$ cat src/rtl/control_sequencer.sv
// ============================================================================
// Module   : control_sequencer
// Purpose  : Five-state T-cycle control unit decoding opcode and flags into
//            the per-cycle bus strobes of the 4-bit computer.
// Revision : 1.0 - initial release
// ============================================================================
`default_nettype none

module control_sequencer (
   input  logic       CLK,
   input  logic       RESET_n,
   input  logic       run,
   input  logic       step,
   input  logic [3:0] opcode,
   input  logic       carry,
   input  logic       zero,
   output logic       pc_en,
   output logic       pc_oe,
   output logic       pc_we,
   output logic       mar_we,
   output logic       ram_oe,
   output logic       ram_we,
   output logic       ir_we,
   output logic       ir_oe,
   output logic       a_we,
   output logic       a_oe,
   output logic       b_we,
   output logic       alu_oe,
   output logic       alu_sub,
   output logic       flag_we,
   output logic       out_we,
   output logic       halted,
   output logic [2:0] tstate
);

   localparam logic [2:0] c_T0 = 3'd0;
   localparam logic [2:0] c_T1 = 3'd1;
   localparam logic [2:0] c_T2 = 3'd2;
   localparam logic [2:0] c_T3 = 3'd3;
   localparam logic [2:0] c_T4 = 3'd4;

   localparam logic [3:0] c_OP_LDA = 4'h1;
   localparam logic [3:0] c_OP_ADD = 4'h2;
   localparam logic [3:0] c_OP_SUB = 4'h3;
   localparam logic [3:0] c_OP_STA = 4'h4;
   localparam logic [3:0] c_OP_LDI = 4'h5;
   localparam logic [3:0] c_OP_JMP = 4'h6;
   localparam logic [3:0] c_OP_JC  = 4'h7;
   localparam logic [3:0] c_OP_JZ  = 4'h8;
   localparam logic [3:0] c_OP_OUT = 4'hE;
   localparam logic [3:0] c_OP_HLT = 4'hF;

   logic [2:0] r_tstate;
   logic       r_halted;
   logic       r_step_q;
   logic [2:0] w_tstate_nxt;
   logic       w_halted_nxt;
   logic       w_adv;

   assign w_adv = !r_halted && (run || (step && !r_step_q));

   always_ff @(posedge CLK or negedge RESET_n) begin
      if (!RESET_n) begin
         r_tstate <= c_T0;
         r_halted <= 1'b0;
         r_step_q <= 1'b0;
      end else begin
         r_tstate <= w_tstate_nxt;
         r_halted <= w_halted_nxt;
         r_step_q <= step;
      end
   end

   // HLT latches halted instead of advancing, so tstate parks at T2
   always_comb begin
      w_tstate_nxt = r_tstate;
      w_halted_nxt = r_halted;
      if (w_adv) begin
         if (r_tstate == c_T2 && opcode == c_OP_HLT) begin
            w_halted_nxt = 1'b1;
         end else if (r_tstate == c_T4) begin
            w_tstate_nxt = c_T0;
         end else begin
            w_tstate_nxt = r_tstate + 3'd1;
         end
      end
   end

   always_comb begin
      pc_en   = 1'b0;
      pc_oe   = 1'b0;
      pc_we   = 1'b0;
      mar_we  = 1'b0;
      ram_oe  = 1'b0;
      ram_we  = 1'b0;
      ir_we   = 1'b0;
      ir_oe   = 1'b0;
      a_we    = 1'b0;
      a_oe    = 1'b0;
      b_we    = 1'b0;
      alu_oe  = 1'b0;
      alu_sub = 1'b0;
      flag_we = 1'b0;
      out_we  = 1'b0;
      if (!r_halted) begin
         case (r_tstate)
            c_T0: begin
               pc_oe  = 1'b1;
               mar_we = 1'b1;
            end
            c_T1: begin
               ram_oe = 1'b1;
               ir_we  = 1'b1;
               pc_en  = 1'b1;
            end
            c_T2: begin
               case (opcode)
                  c_OP_LDA, c_OP_ADD, c_OP_SUB, c_OP_STA: begin
                     ir_oe  = 1'b1;
                     mar_we = 1'b1;
                  end
                  c_OP_LDI: begin
                     ir_oe = 1'b1;
                     a_we  = 1'b1;
                  end
                  c_OP_JMP: begin
                     ir_oe = 1'b1;
                     pc_we = 1'b1;
                  end
                  c_OP_JC: begin
                     ir_oe = carry;
                     pc_we = carry;
                  end
                  c_OP_JZ: begin
                     ir_oe = zero;
                     pc_we = zero;
                  end
                  c_OP_OUT: begin
                     a_oe   = 1'b1;
                     out_we = 1'b1;
                  end
                  default: ;
               endcase
            end
            c_T3: begin
               case (opcode)
                  c_OP_LDA: begin
                     ram_oe = 1'b1;
                     a_we   = 1'b1;
                  end
                  c_OP_ADD, c_OP_SUB: begin
                     ram_oe  = 1'b1;
                     b_we    = 1'b1;
                     alu_sub = (opcode == c_OP_SUB);
                  end
                  c_OP_STA: begin
                     a_oe   = 1'b1;
                     ram_we = 1'b1;
                  end
                  default: ;
               endcase
            end
            c_T4: begin
               if (opcode == c_OP_ADD || opcode == c_OP_SUB) begin
                  alu_oe  = 1'b1;
                  a_we    = 1'b1;
                  flag_we = 1'b1;
                  alu_sub = (opcode == c_OP_SUB);
               end
            end
            default: ;
         endcase
      end
   end

   assign halted = r_halted;
   assign tstate = r_tstate;

endmodule

`default_nettype wire

$ cat config.mk
export PLATFORM = sky130hd
export DESIGN_NAME = control_sequencer
export DESIGN_NICKNAME = d
export VERILOG_FILES = /design/src/rtl/control_sequencer.sv
export SDC_FILE = /design/constraint.sdc
export NUM_CORES = 1
export LEC_CHECK = 0
export CORE_MARGIN = 3
export CORE_UTILIZATION = 35
export CTS_CLUSTER_SIZE = 25
export DETAILED_ROUTE_END_ITERATION = 10
export PLACE_DENSITY = 0.74
export SYNTH_ARGS = -nofsm -noshare
export SYNTH_HDL_FRONTEND = slang
export SYNTH_SLANG_ARGS = --single-unit
$ cat constraint.sdc
create_clock -name CLK -period 1.9 [get_ports CLK]
set_input_delay 0.19 -clock CLK [delete_from_list [all_inputs] [get_ports CLK]]
set_output_delay 0.19 -clock CLK [all_outputs]
set_load 0.01 [all_outputs]
==> results_dict.tcl <==
set metrics [dict create \
    total_leakage_power_nw 0.581 \
    hold_buffers 0 \
    vias 802 \
    timing.fmax_mhz 467 \
    clock_sinks 5 \
    finalWorstSetupSlack_ns -0.239 \
    total_power_w 0.000309 \
    final.fill_count 99 \
    start_kind "flip-flop" \
    setup-violations-final 4 \
    coreArea_sq_um 1540 \
    drt_iter0_drc 13 \
    r2r_start "tstate[0]" \
    die_x_um 46.8 \
    skew_ns 0.000441 \
    final_area_sq_um 1180 \
    finish.utilization_pct 76.8 \
    cts_tree "yes" \
    max_slew_margin_pct 74.4 \
    hp-class "in -> async" \
    crit_required_ns 1.71 \
    min_period_ns 2.14 \
    ys_types 35 \
    ant_nets 0 \
    core.rowCount 14 \
    place_area_sq_um 1050 \
    start_util_pct 37.8 \
    grt_overflow_total 0 \
    firstDrtPassIters 4 \
    dp_hpwl_mm 1.62 \
    viasPerCell 5.46 \
    power_density_nw_per_um2 261 \
    outcome "complete, but fails checks" \
    violations "setup timing" \
    r2r_end "tstate[0]" \
    clock_tree.buffer_depth 2 \
    yosysTopAreaCellShare_pct 21.5 \
    diodes 0 \
    tns_ns -0.457 \
    cap_violations 0 \
    avgSynthCellArea_sq_um 8.10 \
    grt_pass1_wl_mm 3.35 \
    synth_area_leaders "dfrtp_1 (21%), ha_1 (11%), inv_1 (4.5%)" \
    yosysWarnings 0 \
    min_period_over_period_pct 113 \
    rsz0062_at_grt "true" \
    drive_gt1_share_pct 48.9 \
    cts_buffers 3 \
    grt_max_degree 13 \
    arrival_ns 1.95 \
    clk_latency_ns 0.25 \
    r2r_cells 6 \
    portBuffers 28 \
    clk_pin_slew_ns 0.04 \
    cts.htree.levels 1 \
    io_pins 29 \
    setup.worst_path.end "a_we" \
    drc 0 \
    die_h_um 46.8 \
    root_buffer "clkbuf_4" \
    grtUsageTotal_pct 22.1 \
    synth_fp_nets 87 \
    yosys.area.top_type "dfrtp_1" \
    synth_area_sq_um 583 \
    drt-total-wl_mm 2.35 \
    slew_viol_final 0 \
    grt_pass1_vias 722 \
    ys_seq_area_share_pct 21.5 \
    cp-end-kind "output pin" \
    syn_inst 72 \
    antenna_found_initial 0 \
    ff2ff_setup_slack_ns 0.11 \
    crit_start "tstate[0]" \
    layout_common_cells "buf_4 (27), clkdlybuf4s50_1 (12), inv_1 (6), buf_6 (6)" \
    nets 147 \
    die-area_sq_um 2190 \
    synth_seq_cells 5 \
    path_class "reg -> out" \
    hold_violations 0 \
    crit_fanout 4 \
    wire_per_inst_um 16.0 \
    layout_commonest_cell "buf_4" \
    worst_ir_drop_vdd_mv 0.368 \
    gp_congestion 0.900 \
    area_growth_pct 103 \
    tightest_slew_ns 0.384 \
]
worst min path at each step:
stage	startpoint	to	cells past startpoint
2_1_floorplan	RESET_n	halted	0
3_3_place_gp	RESET_n	tstate[1]	1
3_5_place_dp	RESET_n	tstate[1]	1
4_1_cts	RESET_n	r_step_q	1
5_1_grt	RESET_n	r_step_q	1
6_report	RESET_n	tstate[0]	1
area by class of cell:
| cell class | instances | area [sq um] | area share, % |
|---|---|---|---|
| clock buffer | 4 | 26.3 | 2.22 |
| inverter | 7 | 26.3 | 2.22 |
| multi-input combinational | 55 | 494 | 41.8 |
| sequential | 5 | 125 | 10.6 |
| tap | 16 | 20.0 | 1.69 |
| timing repair buffer | 60 | 492 | 41.5 |
report_power, final:
| group | internal, W | switching (W) |
|---|---|---|
| clock | 0.0000795 | 0.0000460 |
| sequential | 0.000108 | 0.000000330 |
| combinational | 0.0000401 | 0.0000347 |
| total | 0.000228 | 0.0000810 |
per-layer routing:
layer / global-route usage (%) / share of wire, %
met5: 0 / 0
met4: 12.2 / 1.7
met3: 3.83 / 5.3
met2: 38.2 / 53
met1: 25.7 / 40
cells in the mapped netlist:
| cell type | instances |
|---|---|
| a41oi_1 | 1 |
| nor4bb_1 | 1 |
| and3_1 | 1 |
| nand4_1 | 1 |
| a31oi_1 | 1 |
| or4b_1 | 1 |
| o21ai_0 | 2 |
| ha_1 | 5 |
| nor2_1 | 5 |
| nand2b_1 | 2 |
| buf_6 | 1 |
| o2111ai_1 | 1 |
| buf_4 | 3 |
| mux2i_1 | 1 |
| nand3b_1 | 3 |
| nand2_1 | 5 |
| a2111oi_2 | 1 |
| a2111o_1 | 1 |
| nor2b_1 | 2 |
| inv_1 | 7 |
| and3_2 | 1 |
| or3_1 | 1 |
| or2_4 | 1 |
| a211oi_1 | 1 |
| mux2_2 | 2 |
| nor3_1 | 1 |
| nand3_1 | 1 |
| dfrtp_1 | 5 |
| and2_1 | 3 |
| a21oi_1 | 4 |
| o221ai_1 | 1 |
| clkbuf_1 | 1 |
| o31ai_1 | 1 |
| nor4_1 | 3 |
| o21bai_1 | 1 |
sequential cells by signal (all words and copies together), names as in the netlist:
signal / flops
halted: 1
tstate: 3
r_step_q: 1
worst max-delay path, cell delays in order, from the launching register on:
cell and delay, ns:
dfrtp_1 0.42, ha_4 0.17, ha_4 0.13, nand2b_1 0.06, a2111o_1 0.45, a2111oi_4 0.29, buf_2 0.18
per-stage QoR:
stage	hold slack, ns	instances	worst slack, ns
2_1_floorplan	-0.106	72	0.0145
3_3_place_gp	0.426	137	-0.397
3_5_place_dp	0.434	137	-0.433
4_1_cts	0.173	146	-0.222
5_1_grt	0.163	147	-0.344
6_report	0.171	147	-0.239
cells by family (layout without fill, tap and decap cells):
family / after synthesis / after routing / share of synthesized area [%]
muxes: 3 / 3 / 5.58
adders and majority gates: 5 / 5 / 10.7
AOI/OAI and AO/OA: 15 / 15 / 19.1
DFF: 5 / 5 / 21.5
buffers and inverters: 12 / 71 / 10.9
and+or+nand+nor: 32 / 32 / 32.2
timing repair:
item,CTS,global route
endpoints found under the setup margin,15,11
cloned,0,0
pin swaps,4,4
setup buffers,5,2
gates resized for setup,36,30
Power figures use the tool's default switching activity.
